==> src/rtl/control.sv <==
// control: BIP1 control unit. Holds the program counter and decodes the current
// instruction into accumulator, ALU and data RAM strobes.
`default_nettype none

module control #(
    parameter int NB_INSTRUC = 16,
    parameter int NB_OPCODE  = 5,
    parameter int NB_OPERAND = 11,
    parameter int NB_ADRR    = 11
) (
    input  logic                  i_clk,
    input  logic                  i_rst,
    input  logic [NB_INSTRUC-1:0] i_instruc,
    output logic [NB_OPERAND-1:0] o_operand,
    output logic [NB_ADRR-1:0]    o_addr,
    output logic [1:0]            o_SelA,
    output logic                  o_SelB,
    output logic                  o_WrAcc,
    output logic                  o_op,
    output logic                  o_WrRam,
    output logic                  o_RdRam
);

    localparam logic [NB_OPCODE-1:0] OP_HLT  = NB_OPCODE'(0);
    localparam logic [NB_OPCODE-1:0] OP_STO  = NB_OPCODE'(1);
    localparam logic [NB_OPCODE-1:0] OP_LD   = NB_OPCODE'(2);
    localparam logic [NB_OPCODE-1:0] OP_LDI  = NB_OPCODE'(3);
    localparam logic [NB_OPCODE-1:0] OP_ADD  = NB_OPCODE'(4);
    localparam logic [NB_OPCODE-1:0] OP_ADDI = NB_OPCODE'(5);
    localparam logic [NB_OPCODE-1:0] OP_SUB  = NB_OPCODE'(6);
    localparam logic [NB_OPCODE-1:0] OP_SUBI = NB_OPCODE'(7);

    logic [NB_OPCODE-1:0] opcode;
    logic                 wr_pc;
    logic [NB_ADRR-1:0]   pc_q;
    logic [NB_ADRR-1:0]   pc_d;

    assign opcode    = i_instruc[NB_INSTRUC-1 -: NB_OPCODE];
    assign o_operand = i_instruc[NB_OPERAND-1:0];
    assign o_addr    = pc_q;

    always_comb begin
        o_SelA  = 2'b00;
        o_SelB  = 1'b0;
        o_WrAcc = 1'b0;
        o_op    = 1'b0;
        o_WrRam = 1'b0;
        o_RdRam = 1'b0;
        wr_pc   = 1'b1;
        case (opcode)
            OP_HLT:  wr_pc = 1'b0;
            OP_STO:  o_WrRam = 1'b1;
            OP_LD: begin
                o_WrAcc = 1'b1;
                o_RdRam = 1'b1;
            end
            OP_LDI: begin
                o_SelA  = 2'b01;
                o_WrAcc = 1'b1;
            end
            OP_ADD: begin
                o_SelA  = 2'b10;
                o_WrAcc = 1'b1;
                o_RdRam = 1'b1;
            end
            OP_ADDI: begin
                o_SelA  = 2'b10;
                o_SelB  = 1'b1;
                o_WrAcc = 1'b1;
            end
            OP_SUB: begin
                o_SelA  = 2'b10;
                o_WrAcc = 1'b1;
                o_op    = 1'b1;
                o_RdRam = 1'b1;
            end
            OP_SUBI: begin
                o_SelA  = 2'b10;
                o_SelB  = 1'b1;
                o_WrAcc = 1'b1;
                o_op    = 1'b1;
            end
            default: ;  // unassigned opcodes execute as NOP and still advance the PC
        endcase
    end

    // Increment wraps naturally at the register width.
    assign pc_d = wr_pc ? pc_q + NB_ADRR'(1) : pc_q;

    always_ff @(posedge i_clk or posedge i_rst) begin
        if (i_rst) begin
            pc_q <= '0;
        end else begin
            pc_q <= pc_d;
        end
    end

endmodule

`default_nettype wire

==> config.mk <==
export PLATFORM = sky130hd
export DESIGN_NAME = control
export DESIGN_NICKNAME = d
export VERILOG_FILES = /design/src/rtl/control.sv
export SDC_FILE = /design/constraint.sdc
export NUM_CORES = 1
export LEC_CHECK = 0
export BUFFER_PORTS_ARGS = -buffer_cell sky130_fd_sc_hd__clkbuf_2
export CORE_MARGIN = 2
export CORE_UTILIZATION = 40
export DETAILED_ROUTE_END_ITERATION = 16
export PLACE_DENSITY = 0.76
export SETUP_SLACK_MARGIN = 0.5
export SLEW_MARGIN = 25
export SYNTH_ARGS = -nofsm -noshare
export SYNTH_HDL_FRONTEND = slang
export SYNTH_SLANG_ARGS = --single-unit
==> constraint.sdc <==
create_clock -name i_clk -period 1.7 [get_ports i_clk]
set_input_delay 0.17 -clock i_clk [delete_from_list [all_inputs] [get_ports i_clk]]
set_output_delay 0.17 -clock i_clk [all_outputs]
set_load 0.005 [all_outputs]
==> summary.txt, run 1 <==
Die
  – Initial Util: around 42%
  – Ports: 47
  – Die area: 2180 µm²
  – Die height: between 40 and 50 µm
  – Die X: 46.7 µm
  – Core Footprint: 1730 µm²
  – Rows: 15

Place
  – Pre-CTS setup slack: 0.282 ns
  – I/O Buffers: 24
  – Global placement routability congestion: 0.699
  – Placed cell count: between 100 and 150
  – Hpwl dp: about 1100 µm

Timing
  – Unrepaired setup endpoints after global routing: yes
  – Setup TNS: 0 ns
  – Slew margin rel.: 71.1%
  – Worst-Margin Slew: 0.433 ns
  – Slew Viols, Final: 0
  – Min cycle time layout: 1.27 ns
  – Hold Fails Final Rpt: 0
  – Clock Skew: 0.00738 ns
  – Worst hold slack: ~0.34 ns
  – Final period utilization: between 70% and 80%
  – Maximum clock rate: a little under 800 MHz
  – Worst setup margin: 0.429 ns
  – Final Setup Violations: 0

Yosys
  – Post-synth EDFFs: 0
  – Commonest cells in the netlist: 11 x buf_4, 11 x dfrtp_1, 7 x xor2_1
  – Top cell type's share of synthesized area: 37.7%
  – Post-Syn Area per Cell: 10.7 µm²
  – Top cells by area, synth: dfrtp_1 38%, buf_4 11%, xor2_1 8.4%
  – Post-synthesis sequential area ratio: approximately 38%
  – Yosys warnings: 0
  – Post-Synthesis Cells: 68
  – #FFs+latches synth: 11
  – Syn Nets: 87
  – Main synth FF type: dfrtp_1
  – Mapped cell area: 731 µm²
  – Ys async rst share: 100%
  – Netlist cell types: 23
  – Post-synth top area cell: dfrtp_1

Clock network
  – Num CTS Buffers: 3
  – Max Root-Sink Buffers: 2
  – CTS tree: yes
  – Clock Sink Count: 11
  – Worst-Skew Late Latency: roughly 0.26 ns
  – Root Driver: clkbuf_4
  – Clk slew on worst S/H paths: 0.07 ns
  – CTS H-tree lvls: 1

Detailed routing
  – First drt pass iteration count: 4
  – Vias/cell: 5.06
  – Final WL: 1740 µm
  – Via count: 622
  – Initial DRC count: 12
  – DRC: 0
  – Antenna Nets Post-Route: 0
  – WL/cell: approximately 14 µm

Global route
  – Gr ovfl total: 0
  – Largest net degree at the start of global routing: 13
  – Number of global-route vias before repair: roughly 560
  – Initial antenna violation count: 0
  – First-pass GRT wire length: about 2400 µm
  – Global Route Usage Sum: between 15 and 20%

Pwr
  – Pwr Density: about 1500 nW/µm²
  – Comb power frac: 56.1%
  – Lkg Pwr: about 0.44 nW
  – Sw Ratio: 40.5%
  – Power, Total: roughly 1.6 mW
  – Clock share of power: 11.2%
  – P_int: 931 µW
  – Maximum VDD drop: roughly 1.0 mV
  – Net Sw Power: 633 µW
  – Seq pwr share: 32.7%

Outcome
  – Outcome: completed

Min path
  – Worst min path class: in -> out

Layout
  – Footprint of the multi-input gates: 419 µm²
  – Max reg flops: 11
  – Filler Cell Count: 157
  – Antenna Cells: 0
  – Area growth syn-to-layout: 38.2%
  – Final nets: approximately 120
  – Layout Cells excl Fill: around 120
  – Sequential Area: 279 µm²
  – Layout cells sized above 1: between 50% and 60%

Job
  – Max Cap Viol: 0

Worst setup path
  – Critical Setup Path Class: reg -> reg
  – WP data arrival: 1.47 ns
  – CP max FO: 4
  – Critical Path End Type: flip-flop
  – CP required: 1.89 ns
  – Worst Setup Start Kind: flip-flop
[kinds of logic after synthesis]
group / Yosys count / share of synthesized area (%)
simple gates: 19 / 14.6
compound gates: 10 / 17.1
buf+inv: 16 / 14.9
flops: 11 / 37.7
mux: 1 / 2.05
xor+xnor: 10 / 12.0
fa+ha+maj: 1 / 1.71
[power groups by stage]
| stage | Sequential (mW) | Clock (mW) | Combinational, mW |
|---|---|---|---|
| 2_1_floorplan | 0.556 | 0 | 0.382 |
| 3_3_place_gp | 0.559 | 0 | 0.552 |
| 3_5_place_dp | 0.571 | 0 | 0.572 |
| 4_1_cts | 0.505 | 0.174 | 0.804 |
| 5_1_grt | 0.523 | 0.192 | 0.946 |
| 6_report | 0.512 | 0.175 | 0.877 |
[what timing repair did]
action                                  CTS  global route
hold endpoints to repair                 11             0
setup buffers                             8             2
endpoints found under the setup margin    4             9
pin swaps                                 8             2
hold buffers                              1             0
resized for setup                         2             6
[layer usage]
layer / global-route usage, % / routed length, µm / share of wire, % / vias up
met1: 17.7 / 689 / 40 / 301
met5: 0 / 0 / 0 / -
met3: 2.31 / 126 / 7.2 / 6
met4: 7.22 / 24 / 1.4 / 0
li1: - / - / - / 285
met2: 29.7 / 904 / 52 / 30
[final timing paths]
check / from / endpoint / slack (ns) / depth (start not counted)
worst max-delay path: o_addr[0] / o_addr[9] / 0.43 / 4
max in group asynchronous: i_rst / o_addr[4] / 0.94 / 3
min in group asynchronous: i_rst / o_addr[5] / 0.42 / 3
worst max register to register: o_addr[0] / o_addr[9] / 0.43 / 4
worst min register to register: o_addr[10] / o_addr[10] / 0.47 / 1
worst min-delay path: i_instruc[1] / o_operand[1] / 0.34 / 0
[layout by cell type (no fill, tap or decap), drive strengths merged]
master,count
clkbuf,28
buf,13
dfrtp,11
xor2,7
nand2,7
a2111oi,5
inv,4
xnor2,3
and3,3
a211oi,3
nor2,3
nand4,2
nor3,1
nand3,1
o21a,1
nor2b,1
and2,1
mux2,1
a21boi,1
ha,1
dlygate4sd3,1
[worst max-delay path, stage by stage (launching register included)]
cell,delay (ns)
dfrtp_2,0.41
nand4_1,0.19
buf_4,0.20
a2111oi_4,0.22
xor2_1,0.17
[through the flow]
stage                     util (%)  instance area [µm²]
after floorplan                  -                  759
after global placement        48.6                  840
after detailed placement      48.6                  840
after CTS                     55.7                  961
after global routing          58.5                 1010
final                         58.5                 1010
[layout make-up]
cell class	count	area share (%)
Sequential cell	11	27.6
Inverter	4	1.49
Tap cell	25	3.10
Timing Repair Buffer	38	23.7
Multi-Input combinational cell	41	41.5
Clock buffer	4	2.60
(Power assumes the default switching activity.)
==> run 2: changes to the inputs <==
--- a/config.mk
+++ b/config.mk
@@ -5,11 +5,12 @@
 export SDC_FILE = /design/constraint.sdc
 export NUM_CORES = 1
 export LEC_CHECK = 0
+export ABC_AREA = 1
 export BUFFER_PORTS_ARGS = -buffer_cell sky130_fd_sc_hd__clkbuf_2
 export CORE_MARGIN = 2
 export CORE_UTILIZATION = 40
 export DETAILED_ROUTE_END_ITERATION = 16
-export PLACE_DENSITY = 0.76
+export PLACE_DENSITY = 0.75
 export SETUP_SLACK_MARGIN = 0.5
 export SLEW_MARGIN = 25
 export SYNTH_ARGS = -nofsm -noshare
==> constraint.sdc (replaced) <==
create_clock -name i_clk -period 1.25 [get_ports i_clk]
set_input_delay 0.125 -clock i_clk [delete_from_list [all_inputs] [get_ports i_clk]]
set_output_delay 0.125 -clock i_clk [all_outputs]
set_load 0.005 [all_outputs]
==> run 2 against run 1 <==
Against the previous run:
- critical path type unchanged
- combinational power is 1% lower
- register-to-register slack worse by 0.29 ns
- count of clock-buffer cells in the layout stayed put
- global-route usage is 1.4 points higher
- worst setup slack worse by 0.29 ns
- flip-flop and latch count stayed put
- via count is 20% higher
- largest power group unchanged
- clock power is 41% higher
- maximum frequency is 14% higher
- wire length is 5.2% higher
==> summary.txt, run 2 <==
Outcome
  – Outcome: completed

Worst setup path
  – CP Capture Point: o_addr[8]
  – WP data arrival: 1.29 ns (-0.18 ns)
  – Crit. Startpoint: o_addr[1]
  – Worst Setup Start Kind: flip-flop
  – Worst R2R End: o_addr[8]
  – Reg2reg setup slack: 0.14 ns (-0.29 ns)
  – CP required: 1.42 ns (-0.47 ns)
  – CP max FO: 3 (-1)
  – Worst R2R Start: o_addr[1]
  – Critical Path End Type: flip-flop
  – R2R depth: 8 (+4)
  – Critical Setup Path Class: reg -> reg

Yosys
  – Netlist cell types: 20 (-13%)
  – Synth Area in Compound Gates: 0.633% (-16 points)
  – Commonest cells in the netlist: 35 x nand2_1, 11 x buf_4, 11 x dfrtp_1, 11 x inv_1, 10 x nor2_1
  – Post-synthesis adder-cell area fraction: 1.58% (-0.13 points)
  – Post-Syn Area per Cell: 7.53 µm² (-30%)
  – Ys async rst share: 100% (unchanged)
  – Post-synth EDFFs: 0 (unchanged)
  – Main combinational cell family by area after synthesis: simple AND/OR/NAND/NOR gates
  – Mapped cell area: 791 µm² (+8.2%)
  – Post-synthesis mux area share: 0% (-2.1 points)
  – Yosys warnings: 0 (unchanged)
  – Most numerous cell in the Yosys netlist: nand2_1
  – Syn Nets: 124 (+43%)
  – Post-Synth Simple-Gate Area: 37.7% (+23 points)
  – Top cells by area, synth: dfrtp_1 35%, nand2_1 17%, buf_4 10%
  – Main synth FF type: dfrtp_1
  – Post-synth top area cell: dfrtp_1
  – Top cell type's share of synthesized area: 34.8% (-2.9 points)
  – Xor/xnor share of the synthesized area: 7.59% (-4.4 points)
  – #FFs+latches synth: 11 (unchanged)
  – Post-Synthesis Cells: 105 (+54%)
  – Post-synthesis sequential area ratio: 34.8% (-2.9 points)

Detailed routing
  – Vias/cell: 4.65 (-8.0%)
  – Via count: 744 (+20%)
  – First drt pass iteration count: 4 (unchanged)
  – WL/cell: 11.5 µm (-19%)
  – DRC: 0 (unchanged)
  – Antenna Nets Post-Route: 0 (unchanged)
  – Initial DRC count: 14 (+2)
  – Final WL: 1840 µm (+5.2%)

Die
  – Die height: 48.5 µm (+3.7%)
  – Rows: 16 (+1)
  – Die area: 2350 µm² (+7.5%)
  – Core Footprint: 1920 µm² (+11%)
  – Ports: 47 (unchanged)
  – Die X: 48.5 µm (+3.7%)
  – Initial Util: 41.1% (-1.2 points)

Clock network
  – Num CTS Buffers: 3 (unchanged)
  – Clk slew on worst S/H paths: 0.07 ns (about the same)
  – CTS H-tree lvls: 1 (unchanged)
  – Worst-Skew Late Latency: 0.27 ns (about the same)
  – Max Root-Sink Buffers: 2 (unchanged)
  – Root Driver: clkbuf_4
  – CTS tree: yes
  – Clock Sink Count: 11 (unchanged)

Layout
  – Sequential Area: 282 µm² (+0.90%)
  – Antenna Cells: 0 (unchanged)
  – Footprint of the multi-input gates: 434 µm² (+3.6%)
  – Most frequent cells in the layout: 34 x nand2_1, 21 x clkbuf_2, 9 x buf_4
  – Final Util: 55.3% (-3.2 points)
  – Filler Cell Count: 197 (+25%)
  – Layout cells sized above 1: 51.9% (-4.2 points)
  – Area growth syn-to-layout: 34.3%
  – Most common cell after layout, fill and taps aside: nand2_1
  – Max reg flops: 11 (unchanged)
  – Final nets: 153 (+30%)

Timing
  – Min cycle time layout: 1.11 ns (-0.156 ns)
  – Setup TNS: 0 ns (unchanged)
  – Final Setup Violations: 0 (unchanged)
  – Unrepaired setup endpoints after global routing: yes
  – Slew Viols, Final: 0 (unchanged)
  – Worst-Margin Slew: 0.256 ns (-0.176 ns)
  – Slew margin rel.: 82.9% (+12 points)
  – Final period utilization: 89.2% (+14 points)
  – Hold Fails Final Rpt: 0 (unchanged)
  – Clock Skew: 0.00241 ns (-0.00497 ns)
  – Maximum clock rate: 897 MHz (+14%)

Global route
  – Number of global-route vias before repair: 766 (+36%)
  – Global Route Usage Sum: 17.2% (+1.4 points)
  – Largest net degree at the start of global routing: 15 (+2)
  – First-pass GRT wire length: 3170 µm (+30%)
  – Initial antenna violation count: 0 (unchanged)
  – Gr ovfl total: 0 (unchanged)

Pwr
  – Pwr Density: 1690 nW/µm² (+9.0%)
  – Maximum VDD drop: 1.04 mV (+3.9%)
  – Lkg Pwr: 0.525 nW (+18%)

Place
  – I/O Buffers: 24 (unchanged)
  – Global placement routability congestion: 0.830 (+19%)
  – Hpwl dp: 1280 µm (+13%)

Min path
  – Worst min path class: in -> out
  – Hold depth: 0 (unchanged)

Job
  – Max Cap Viol: 0 (unchanged)
## run 2: metrics by stage
stage / instances / hold slack (ns) / setup slack, ns / instance area [µm²] / power [mW]
after CTS: 157 / 0.250 / 0.154 / 1000 / 1.71
after floorplan: 105 / -0.0226 / 0.179 / 811 / 1.07
final: 160 / 0.250 / 0.135 / 1060 / 1.79
after global routing: 160 / 0.250 / 0.0316 / 1060 / 1.93
after global placement: 144 / 0.113 / 0.145 / 871 / 1.25
after detailed placement: 144 / 0.120 / 0.0919 / 871 / 1.28
## run 2: routing by layer
metal	vias to the layer above	part of all wire [%]	track usage [%]
met5	-	0	0
met4	0	2.0	9.52
met3	5	6.9	4.01
met2	28	55	33.1
met1	349	36	16.8
li1	362	-	-
## run 2: worst min-delay path by stage
stage / startpoint / to / slack [ns]
floorplan: i_rst / o_addr[0] / -0.02
global placement: i_rst / o_addr[2] / 0.11
detailed placement: i_rst / o_addr[2] / 0.12
CTS: i_instruc[3] / o_operand[3] / 0.25
global route: i_instruc[2] / o_operand[2] / 0.25
finish: i_instruc[1] / o_operand[1] / 0.25
## run 2: logic make-up (layout without fill, tap and decap cells)
| kind of cell | count (synthesis) | after routing |
|---|---|---|
| simple gates | 62 | 62 |
| fa+ha+maj | 1 | 1 |
| buf+inv | 24 | 52 |
| compound gates | 1 | 1 |
| xor+xnor | 6 | 6 |
| flops | 11 | 11 |
## run 2: cell type report
cell class / instances / area share, %
Timing Repair Buffer: 36 / 22.3
Sequential cell: 11 / 26.5
Clock buffer: 4 / 2.47
Inverter: 12 / 4.71
Tap cell: 27 / 3.18
Multi-Input combinational cell: 70 / 40.9
## run 2: power breakdown
| group | switching (mW) | internal, mW |
|---|---|---|
| registers | 0.180 | 0.500 |
| clock network | 0.122 | 0.124 |
| logic | 0.397 | 0.469 |
## run 2: timing repair
| item | CTS | global route |
|---|---|---|
| resized for setup | 16 | 13 |
| pin swaps | 8 | 6 |
| endpoints found under the setup margin | 29 | 40 |
| hold buffers | 1 | 0 |
| endpoints found under the hold margin | 11 | 0 |
| setup buffers | 8 | 3 |
## run 2: critical path, cell delays in order (launching register included)
cell and delay [ns]:
dfrtp_1 0.42, ha_4 0.17, inv_2 0.05, nor2_4 0.10
nand2_1 0.06, nand2_1 0.06, nand2_1 0.05, nand2_1 0.05
nand2_1 0.05
==> run 3: changes to the inputs <==
--- a/config.mk
+++ b/config.mk
@@ -5,12 +5,11 @@
 export SDC_FILE = /design/constraint.sdc
 export NUM_CORES = 1
 export LEC_CHECK = 0
-export ABC_AREA = 1
 export BUFFER_PORTS_ARGS = -buffer_cell sky130_fd_sc_hd__clkbuf_2
 export CORE_MARGIN = 2
 export CORE_UTILIZATION = 40
 export DETAILED_ROUTE_END_ITERATION = 16
-export PLACE_DENSITY = 0.75
+export PLACE_DENSITY = 0.76
 export SETUP_SLACK_MARGIN = 0.5
 export SLEW_MARGIN = 25
 export SYNTH_ARGS = -nofsm -noshare
==> run 3 against run 2 <==
Against the previous run:
- the run now ends with negative setup slack left
- worst setup slack got worse by 0.17 ns
- flip-flop and latch count unchanged
- register-to-register slack got worse by 0.17 ns
- critical path depth shrank 4
- non-clock buffer count grew 12
- sequential share of layout area decreased by 4.7 points
- sequential power grew 4.7%
- clock power hardly changed
- clock skew is 0.0022 ns lower
- highest routed layer unchanged
- count of clock-buffer cells in the layout fell by 1
- core utilization grew 19 points
- total power rose by 50%
==> summary.txt, run 3 (synthesis results as in run 1) <==
Place
  – Placed cell area: 883 µm² (+1.4%)
  – I/O Buffers: 24 (unchanged)
  – Global placement routability congestion: 0.795 (-4.2%)
  – Placed cell count: 109 (-24%)
  – Hpwl dp: 1130 µm (-11%)
  – Pre-CTS setup slack: 0.00607 ns (-0.0859 ns)

Die
  – Die X: 46.7 µm (-3.5%)
  – Die height: 46.7 µm (-3.5%)
  – Ports: 47 (unchanged)
  – Rows: 15 (-1)
  – Die area: 2180 µm² (-7.0%)
  – Core Footprint: 1730 µm² (-10%)
  – Initial Util: 42.3% (+1.2 points)

Worst setup path
  – CP Cell Sequence: nand4_1 -> buf_4 -> a2111oi_4 -> xor2_1
  – CP max FO: 3 (unchanged)
  – WP data arrival: 1.48 ns (+0.19 ns)
  – Worst Setup Start Kind: flip-flop
  – Crit-path slowest cell: dfrtp_1
  – CP max stage delay: 0.41 ns (about the same)
  – Critical Setup Path Class: reg -> reg
  – CP required: 1.44 ns (+0.02 ns)
  – Critical Path End Type: flip-flop

Timing
  – Clock Skew: 0.000260 ns (-0.00215 ns)
  – Hold Fails Final Rpt: 0 (unchanged)
  – Min cycle time layout: 1.28 ns (+0.167 ns)
  – Maximum clock rate: 780 MHz (-13%)
  – Final Setup Violations: 2 (+2)
  – Slew margin rel.: 70.7% (-12 points)
  – Unrepaired setup endpoints after global routing: yes
  – Worst-Margin Slew: 0.439 ns (+0.182 ns)
  – Worst hold slack: 0.250 ns (unchanged)
  – Slew Viols, Final: 0 (unchanged)
  – Worst setup margin: -0.0318 ns (-0.167 ns)
  – Final period utilization: 103% (+13 points)

Pwr
  – Pwr Density: 2100 nW/µm² (+24%)
  – Comb power frac: 64.4% (+16 points)
  – Sw Ratio: 39.4% (+0.38 points)
  – Lkg Pwr: 0.545 nW (+3.8%)
  – Maximum VDD drop: 1.47 mV (+42%)
  – Power, Total: 2.68 mW (+50%)
  – P_int: 1.63 mW (+49%)
  – Seq pwr share: 26.5% (-11 points)
  – Clock share of power: 9.1% (-4.6 points)
  – Net Sw Power: 1.06 mW (+51%)

Layout
  – Max reg flops: 11 (unchanged)
  – Final Cell Area: 1280 µm² (+20%)
  – Filler Cell Count: 116 (-41%)
  – Most frequent cells in the layout: 13 x buf_6, 13 x buf_4, 11 x clkbuf_2, 8 x dfrtp_1, 7 x xor2_1
  – Area growth syn-to-layout: 75.2%
  – Layout cells sized above 1: 72.2% (+20 points)
  – Final nets: 128 (-16%)
  – Layout Cells excl Fill: 133 (-17%)
  – Antenna Cells: 0 (unchanged)

Detailed routing
  – First drt pass iteration count: 4 (unchanged)
  – Routed length on met1: 810 µm (+23%)
  – Initial DRC count: 10 (-4)
  – Top routing layer in use: met4
  – DRC: 0 (unchanged)
  – Antenna Nets Post-Route: 0 (unchanged)
  – Met2 WL: 1250 µm (+23%)
  – Via count: 670 (-9.9%)
  – Vias/cell: 5.04 (+8.3%)
  – Met3 wire length: 128 µm (+0.79%)
  – WL/cell: 16.5 µm (+43%)
  – Final WL: 2190 µm (+19%)

Global route
  – Number of global-route vias before repair: 645 (-16%)
  – First-pass GRT wire length: 2840 µm (-11%)
  – Global Route Usage Sum: 18.6% (+1.4 points)
  – Initial antenna violation count: 0 (unchanged)
  – Largest net degree at the start of global routing: 12 (-3)
  – Gr ovfl total: 0 (unchanged)

Clock network
  – Max Root-Sink Buffers: 2 (unchanged)
  – Num CTS Buffers: 3 (unchanged)
  – Clock Sink Count: 11 (unchanged)
  – CTS H-tree lvls: 1 (unchanged)
  – Root Driver: clkbuf_4
  – CTS tree: yes
  – Clk slew on worst S/H paths: 0.07 ns (about the same)
  – Worst-Skew Late Latency: 0.27 ns (about the same)

Job
  – Max Cap Viol: 0 (unchanged)

Outcome
  – Outcome: finished, violations left
  – Failing checks: negative setup slack

Min path
  – Worst min path class: in -> out
[run 3: changes by cell type in the layout (fill, tap and decap cells not counted), sizes merged, moves of 4 or more]
cell,before,now
nor2,15,3
xor2,3,7
a2111oi,0,5
inv,10,3
buf,14,36
clkbuf,25,14
nand2,37,7
nand3,6,1
[run 3: metrics by stage]
step	setup TNS, ns	utilization [%]
5_1_grt	-0.313	74.1
6_report	-0.0502	74.1
3_3_place_gp	0	51.2
4_1_cts	0	62.5
2_1_floorplan	0	-
3_5_place_dp	0	51.2
[run 3: layout make-up]
type                    count  area, µm²  share of cell area (%)
inverters                   4       18.8                    1.47
clock buffers               3       22.5                    1.76
repair buffers             48        424                    33.1
well taps                  25       31.3                    2.44
multi-input cells          41        499                    39.0
clock inverters             1       5.00                   0.391
flip-flops and latches     11        279                    21.8
[run 3: repair_timing]
item | in CTS | in global routing
buffers inserted | 11 | 8
pin swaps | 12 | 12
gates resized for setup | 13 | 31
setup endpoints to repair | 28 | 39
endpoints found under the hold margin | 11 | 0
hold buffers | 1 | 0
[run 3: final timing paths]
| path | cells after the start | slack [ns] | to | start |
|---|---|---|---|---|
| min | 0 | 0.25 | o_operand[1] | i_instruc[1] |
| max reg2reg | 4 | -0.03 | o_addr[9] | o_addr[7] |
| min in group asynchronous | 3 | 0.35 | o_addr[10] | i_rst |
| min reg2reg | 2 | 0.57 | o_addr[10] | o_addr[10] |
| max in group asynchronous | 3 | 0.71 | o_addr[4] | i_rst |
| max | 4 | -0.03 | o_addr[9] | o_addr[7] |
[run 3: routing by layer]
layer	GRT usage, %	up-vias
met1	20.7	335
met4	13.9	0
met3	1.92	2
li1	-	305
met2	32.8	28
met5	0	-
[run 3: worst max-delay path, delay by kind of cell, from the launching register on]
family / cells / cell delay [ns]
AOI/OAI and AO/OA: 1 / 0.28
and+or+nand+nor: 1 / 0.17
xor gates and xnor gates: 1 / 0.18
DFF: 1 / 0.41
buffers and inverters: 1 / 0.18
[run 3: power groups by stage]
| stage | combinational (mW) | clock (mW) | sequential [mW] |
|---|---|---|---|
| 3_5_place_dp | 0.890 | 0 | 0.730 |
| 4_1_cts | 1.25 | 0.252 | 0.699 |
| 6_report | 1.73 | 0.243 | 0.712 |
| 3_3_place_gp | 0.867 | 0 | 0.724 |
| 2_1_floorplan | 0.527 | 0 | 0.756 |
| 5_1_grt | 1.82 | 0.275 | 0.739 |
